<file path="config.mk">
export PLATFORM = sky130hd
export DESIGN_NAME = conv2_kernel_mac_flat
export DESIGN_NICKNAME = d
export VERILOG_FILES = /design/src/rtl/conv2_kernel_mac_if.sv /design/src/rtl/conv2_kernel_mac.sv /design/src/flat_wrapper.sv
export SDC_FILE = /design/constraint.sdc
export NUM_CORES = 2
export LEC_CHECK = 0
export BUFFER_PORTS_ARGS = -buffer_cell sky130_fd_sc_hd__buf_2
export CORE_ASPECT_RATIO = 1.75
export CORE_MARGIN = 3
export CORE_UTILIZATION = 45
export DETAILED_ROUTE_END_ITERATION = 12
export SLEW_MARGIN = 20
export SYNTH_ARGS = -nofsm -noshare
export SYNTH_HDL_FRONTEND = slang
export SYNTH_SLANG_ARGS = --single-unit
</file>
<file path="constraint.sdc">
create_clock -name clock -period 10.95 [get_ports clock]
set_input_delay 0.5475 -clock clock [delete_from_list [all_inputs] [get_ports clock]]
set_output_delay 0.5475 -clock clock [all_outputs]
set_load 0.05 [all_outputs]
</file>
<file path="src/rtl/conv2_kernel_mac_if.sv">
// Bundles the start/ROM/pixel/result signals of the kernel MAC into one port.
// The master side drives requests, pixels and ROM data; the slave is the MAC.
interface conv2_kernel_mac_if;
    logic        start;
    logic [7:0]  base_addr;
    logic [7:0]  rom_addr_a;
    logic [7:0]  rom_addr_b;
    logic [15:0] rom_q_a;
    logic [15:0] rom_q_b;
    logic        pix_valid;
    logic        pix_ready;
    logic [15:0] pix_a;
    logic [15:0] pix_b;
    logic        busy;
    logic        done;
    logic [15:0] result;

    modport master (
        output start, base_addr, rom_q_a, rom_q_b, pix_valid, pix_a, pix_b,
        input  rom_addr_a, rom_addr_b, pix_ready, busy, done, result
    );

    modport slave (
        input  start, base_addr, rom_q_a, rom_q_b, pix_valid, pix_a, pix_b,
        output rom_addr_a, rom_addr_b, pix_ready, busy, done, result
    );
endinterface

</file>
<file path="src/rtl/conv2_kernel_mac.sv">
// Kernel dot-product MAC: streams pixel pairs against a dual-port weight ROM and
// emits a saturated Q8.8 result once all ceil(KLEN/2) pairs have been consumed.
module conv2_kernel_mac #(
    parameter int KLEN  = 25,
    parameter int ACC_W = 40
) (
    input  logic              clock,
    input  logic              reset,
    conv2_kernel_mac_if.slave bus
);
    localparam int         PAIRS    = (KLEN + 1) / 2;
    localparam logic [7:0] LAST_K   = 8'(PAIRS - 1);
    localparam bit         ODD_KLEN = (KLEN % 2) == 1;
    localparam logic [0:0] IDLE     = 1'b0;
    localparam logic [0:0] RUN      = 1'b1;
    localparam logic signed [ACC_W-1:0] SAT_MAX = ACC_W'(32767);
    localparam logic signed [ACC_W-1:0] SAT_MIN = ~SAT_MAX;

    logic [0:0]              state_q, state_d;
    logic [7:0]              k_q, k_d;
    logic [7:0]              base_q, base_d;
    logic signed [ACC_W-1:0] acc_q, acc_d;
    logic [15:0]             result_q, result_d;
    logic                    done_q, done_d;

    logic                    accept;
    logic                    lastPair;
    logic [7:0]              pairNext;
    logic [7:0]              addrA;
    logic signed [31:0]      pixA32, pixB32, romA32, romB32;
    logic signed [31:0]      prodA, prodB;
    logic signed [ACC_W-1:0] accNext, shifted;
    logic [15:0]             satResult;

    assign accept   = (state_q == RUN) && bus.pix_valid;
    assign lastPair = (k_q == LAST_K);

    // The ROM is registered, so the address must already point at the pair
    // that will be consumed next cycle for rom_q to line up with k.
    assign pairNext = accept ? k_q + 8'd1 : k_q;
    assign addrA    = (state_q == RUN) ? base_q + (pairNext << 1) : bus.base_addr;

    assign bus.rom_addr_a = addrA;
    assign bus.rom_addr_b = addrA + 8'd1;
    assign bus.pix_ready  = (state_q == RUN);
    assign bus.busy       = (state_q == RUN);
    assign bus.done       = done_q;
    assign bus.result     = result_q;

    assign pixA32 = {{16{bus.pix_a[15]}}, bus.pix_a};
    assign pixB32 = {{16{bus.pix_b[15]}}, bus.pix_b};
    assign romA32 = {{16{bus.rom_q_a[15]}}, bus.rom_q_a};
    assign romB32 = {{16{bus.rom_q_b[15]}}, bus.rom_q_b};
    assign prodA  = pixA32 * romA32;
    // An odd kernel has no real weight behind port b on its final pair.
    assign prodB  = (ODD_KLEN && lastPair) ? 32'sd0 : pixB32 * romB32;

    assign accNext = acc_q + {{(ACC_W-32){prodA[31]}}, prodA}
                           + {{(ACC_W-32){prodB[31]}}, prodB};
    assign shifted = accNext >>> 8;

    always_comb begin
        satResult = shifted[15:0];
        if (shifted > SAT_MAX) begin
            satResult = 16'h7FFF;
        end else if (shifted < SAT_MIN) begin
            satResult = 16'h8000;
        end
    end

    always_comb begin
        state_d  = state_q;
        k_d      = k_q;
        base_d   = base_q;
        acc_d    = acc_q;
        result_d = result_q;
        done_d   = 1'b0;
        if (state_q == IDLE) begin
            if (bus.start) begin
                state_d = RUN;
                base_d  = bus.base_addr;
                k_d     = 8'd0;
                acc_d   = '0;
            end
        end else if (accept) begin
            acc_d = accNext;
            if (lastPair) begin
                result_d = satResult;
                done_d   = 1'b1;
                state_d  = IDLE;
                k_d      = 8'd0;
            end else begin
                k_d = k_q + 8'd1;
            end
        end
    end

    always_ff @(posedge clock) begin
        if (reset) begin
            state_q  <= IDLE;
            k_q      <= 8'd0;
            base_q   <= 8'd0;
            acc_q    <= '0;
            result_q <= 16'h0000;
            done_q   <= 1'b0;
        end else begin
            state_q  <= state_d;
            k_q      <= k_d;
            base_q   <= base_d;
            acc_q    <= acc_d;
            result_q <= result_d;
            done_q   <= done_d;
        end
    end
endmodule

</file>
<file path="src/flat_wrapper.sv">
// flat-port wrapper written by rule: the top's interface ports become plain ports
module conv2_kernel_mac_flat 
#(
    parameter int KLEN  = 25,
    parameter int ACC_W = 40
)
  (clock, reset, bus_start, bus_base_addr, bus_rom_q_a, bus_rom_q_b, bus_pix_valid, bus_pix_a, bus_pix_b, bus_rom_addr_a, bus_rom_addr_b, bus_pix_ready, bus_busy, bus_done, bus_result);
  conv2_kernel_mac_if bus_i ();
  input  logic clock;
  input  logic reset;
  input wire logic [$bits(bus_i.start)-1:0] bus_start;
  input wire logic [$bits(bus_i.base_addr)-1:0] bus_base_addr;
  input wire logic [$bits(bus_i.rom_q_a)-1:0] bus_rom_q_a;
  input wire logic [$bits(bus_i.rom_q_b)-1:0] bus_rom_q_b;
  input wire logic [$bits(bus_i.pix_valid)-1:0] bus_pix_valid;
  input wire logic [$bits(bus_i.pix_a)-1:0] bus_pix_a;
  input wire logic [$bits(bus_i.pix_b)-1:0] bus_pix_b;
  output wire logic [$bits(bus_i.rom_addr_a)-1:0] bus_rom_addr_a;
  output wire logic [$bits(bus_i.rom_addr_b)-1:0] bus_rom_addr_b;
  output wire logic [$bits(bus_i.pix_ready)-1:0] bus_pix_ready;
  output wire logic [$bits(bus_i.busy)-1:0] bus_busy;
  output wire logic [$bits(bus_i.done)-1:0] bus_done;
  output wire logic [$bits(bus_i.result)-1:0] bus_result;
  assign bus_i.start = bus_start;
  assign bus_i.base_addr = bus_base_addr;
  assign bus_i.rom_q_a = bus_rom_q_a;
  assign bus_i.rom_q_b = bus_rom_q_b;
  assign bus_i.pix_valid = bus_pix_valid;
  assign bus_i.pix_a = bus_pix_a;
  assign bus_i.pix_b = bus_pix_b;
  assign bus_rom_addr_a = bus_i.rom_addr_a;
  assign bus_rom_addr_b = bus_i.rom_addr_b;
  assign bus_pix_ready = bus_i.pix_ready;
  assign bus_busy = bus_i.busy;
  assign bus_done = bus_i.done;
  assign bus_result = bus_i.result;
  conv2_kernel_mac #(.KLEN(KLEN), .ACC_W(ACC_W)) u_core (.clock(clock), .reset(reset), .bus(bus_i));
endmodule
</file>
==> flow_metrics.tcl <==
set metrics [dict create \
    critPathKind "primary input to register" \
    drtIter0Drc 643 \
    gp_congestion 0.930 \
    fin_crit_ns 10.21 \
    relSlewSlack_pct 36.9 \
    rsz0062_at_grt "no" \
    drt-total-wl_mm 65.0 \
    max_freq_mhz 98.0 \
    netlist_instances 3038 \
    clk_pin_slew_worst_paths_ns 0.07 \
    n_fill_cell 5628 \
    antenna-diode-count 0 \
    arrival_ns 10.44 \
    antenna_found_initial 0 \
    synthFlopType "dfxtp_1" \
    final_nets 3923 \
    holdPathEnd "u_core.base_q[0]$_SDFFE_PP0P_" \
    die_w_um 189 \
    worstHoldStart "bus_base_addr[0]" \
    layout-drive-gt1-share_pct 6.08 \
    rr_worst_depth 20 \
    cts_resized 0 \
    slowest_delay_ns 0.58 \
    syn2layout_area_growth_pct 5.66 \
    synth.avg_cell_area_sq_um 8.69 \
    hold_depth 3 \
    finalHoldViolations 0 \
    ant_nets 0 \
    ys_seq_area_share_pct 5.61 \
    synth_top_area_share_pct 42.9 \
    vias 19796 \
    status "finished, final reports clean" \
    pin_count 111 \
    cts.sinks 74 \
    crit_fanout 16 \
    netlist_top_cells_area "fa_1, ha_1, inv_1, and2_1, dfxtp_1" \
    ys_ff_latch 74 \
    worst_pin_slew_ns 0.947 \
    core_area_sq_um 57600 \
    stdcell_count 3842 \
    dp.cells 3826 \
    r2r_slack_ns 5.16 \
    setup_viol 0 \
    drc 0 \
    root_buffer "clkbuf_16" \
    start_util_pct 45.8 \
    cts_tree "built" \
    viasPerCell 5.15 \
    post_cts_buffers 0 \
    start_kind "primary input" \
    critPathSlowestCell "fa_1" \
    drv_slew 0 \
    rows 116 \
    h-tree-depth 3 \
    syn_nets 3891 \
    chipHeight_um 326 \
    grt_pass1_wl_mm 110 \
    synth_top_area_cell "fa_1" \
    grt_pass1_vias 22282 \
    worstPathRequired_ns 11.18 \
    drv_cap 0 \
    grt_usage_pct 22.0 \
    drt-wirelength-per-cell_um 16.9 \
    dp_hpwl_mm 56.8 \
    die_area_sq_um 61700 \
    drt-pass1-iter-count 5 \
    hp-class "primary input to register" \
    synth_cell_types 76 \
    grt_start_max_net_pins 75 \
    reg2reg_from "u_core.k_q[0]$_SDFFE_PP0P_" \
    worst_skew_pair.late_latency_ns 0.36 \
    synthesis.area_sq_um 26400 \
    ctsHoldBuffers 0 \
    fin_setup_tns_ns 0 \
    synth_async_sr_flop_share_pct 0 \
    finalCritPeriodShare_pct 93.2 \
    synth_edf_count 0 \
    crit_top_cell "fa_1" \
    cts_buffers 9 \
    ys_warn_count 0 \
    worstSetupEndpointType "register" \
    io_buffers 110 \
    skew_ns 0.00734 \
    grt_overflow_total 0 \
    r2r_end "u_core.bus.result[1]$_SDFFE_PP0P_" \
    clock_path_buffers 2 \
]
==> cell usage in the layout (no fill, tap or decap), drive strengths merged, types with 3 or more instances in the layout <==
cell / count
clkbuf: 9
o31ai: 6
xor2: 34
fa: 565
a2111oi: 3
nor2b: 14
mux2: 3
and2: 249
mux2i: 6
a31oi: 9
and3: 17
or3: 13
dfxtp: 74
nand4: 8
nor4: 6
ha: 212
a221oi: 3
and4: 5
o211ai: 5
nand2b: 16
a21o: 46
o21a: 8
a211oi: 9
xnor2: 80
a21boi: 7
inv: 696
nand2: 364
nor2: 158
o211a: 3
or2: 6
buf: 125
a22oi: 38
o21bai: 13
o21ai: 80
nand3: 47
o41ai: 3
nor3: 13
o2111ai: 3
a21oi: 88
==> metrics by stage <==
| step | hold slack (ns) | utilization [%] | setup WS [ns] | instance area, sq um |
|---|---|---|---|---|
| CTS | 0.419 | 48.4 | 0.739 | 27900 |
| global placement | 0.445 | 47.8 | 0.613 | 27600 |
| finish | 0.434 | 48.4 | 0.743 | 27900 |
| detailed placement | 0.454 | 47.8 | 0.365 | 27600 |
| floorplan | 0.436 | - | 1.54 | 26400 |
| global route | 0.451 | 48.4 | 0.233 | 27900 |
==> how the worst max path moves through the flow <==
stage / start / end / slack (ns) / cells past startpoint
global placement: bus_pix_b[10] / u_core.bus.result[2]$_SDFFE_PP0P_ / 0.61 / 35
global route: bus_pix_b[10] / u_core.bus.result[1]$_SDFFE_PP0P_ / 0.23 / 35
CTS: bus_pix_b[10] / u_core.bus.result[1]$_SDFFE_PP0P_ / 0.74 / 35
finish: bus_pix_b[10] / u_core.bus.result[1]$_SDFFE_PP0P_ / 0.74 / 35
floorplan: bus_rom_q_a[1] / u_core.bus.result[3]$_SDFFE_PP0P_ / 1.54 / 37
detailed placement: bus_pix_b[10] / u_core.bus.result[1]$_SDFFE_PP0P_ / 0.36 / 35
==> layout make-up <==
class,instances,area (sq um),area share (%)
multi-input cells,2168,21900,78.4
clock inverters,7,85.1,0.305
repair buffers,125,663,2.38
flip-flops and latches,74,1480,5.31
well taps,767,960,3.44
clock buffers,9,225,0.808
inverters,692,2600,9.32
==> logic make-up (layout without fill, tap and decap cells) <==
family          after synthesis  count (layout)  synth area share, %
flops                        74              74                 5.61
mux                           9               9                0.356
simple gates                926             926                 17.1
fa+ha+maj                   777             777                 52.9
compound gates              342             342                 8.62
xor+xnor                    114             114                 3.81
buf+inv                     796             833                 11.5
==> worst max-delay path: cells and delay by family <==
kind	cells	cell delay (ns)
fa+ha+maj	9	4.27
compound gates	14	3.59
xor+xnor	1	0.09
buf+inv	5	0.46
simple gates	6	1.45
==> sequential cells by signal, summed over array words and instances (netlist names) <==
| name | count |
|---|---|
| u_core.acc_q | 40 |
| u_core.bus.busy | 1 |
| u_core.k_q | 8 |
| u_core.base_q | 8 |
| u_core.bus.result | 16 |
| u_core.bus.done | 1 |
==> routing by layer <==
metal  wire length (um)  share of wire [%]  up-vias  track usage [%]
met5                  0                  0        -                0
met3               1580                2.4      130             1.46
met2              36200                 56      362             43.1
met1              25000                 38    10049             24.7
li1                   -                  -     9255                -
met4               2250                3.5        0             7.84
==> cell usage after synthesis, types with 46 or more instances <==
cell and n:
dfxtp_1 74, nand2_1 364, and2_1 248, a21oi_1 88
ha_1 212, xnor2_1 79, fa_1 565, inv_1 692
a21o_1 46, o21ai_0 66, nor2_1 158, clkbuf_1 93
Power is left out: the tool's default activity adds up to more than one toggle a clock period on the data nets, which glitch-free logic cannot reach.
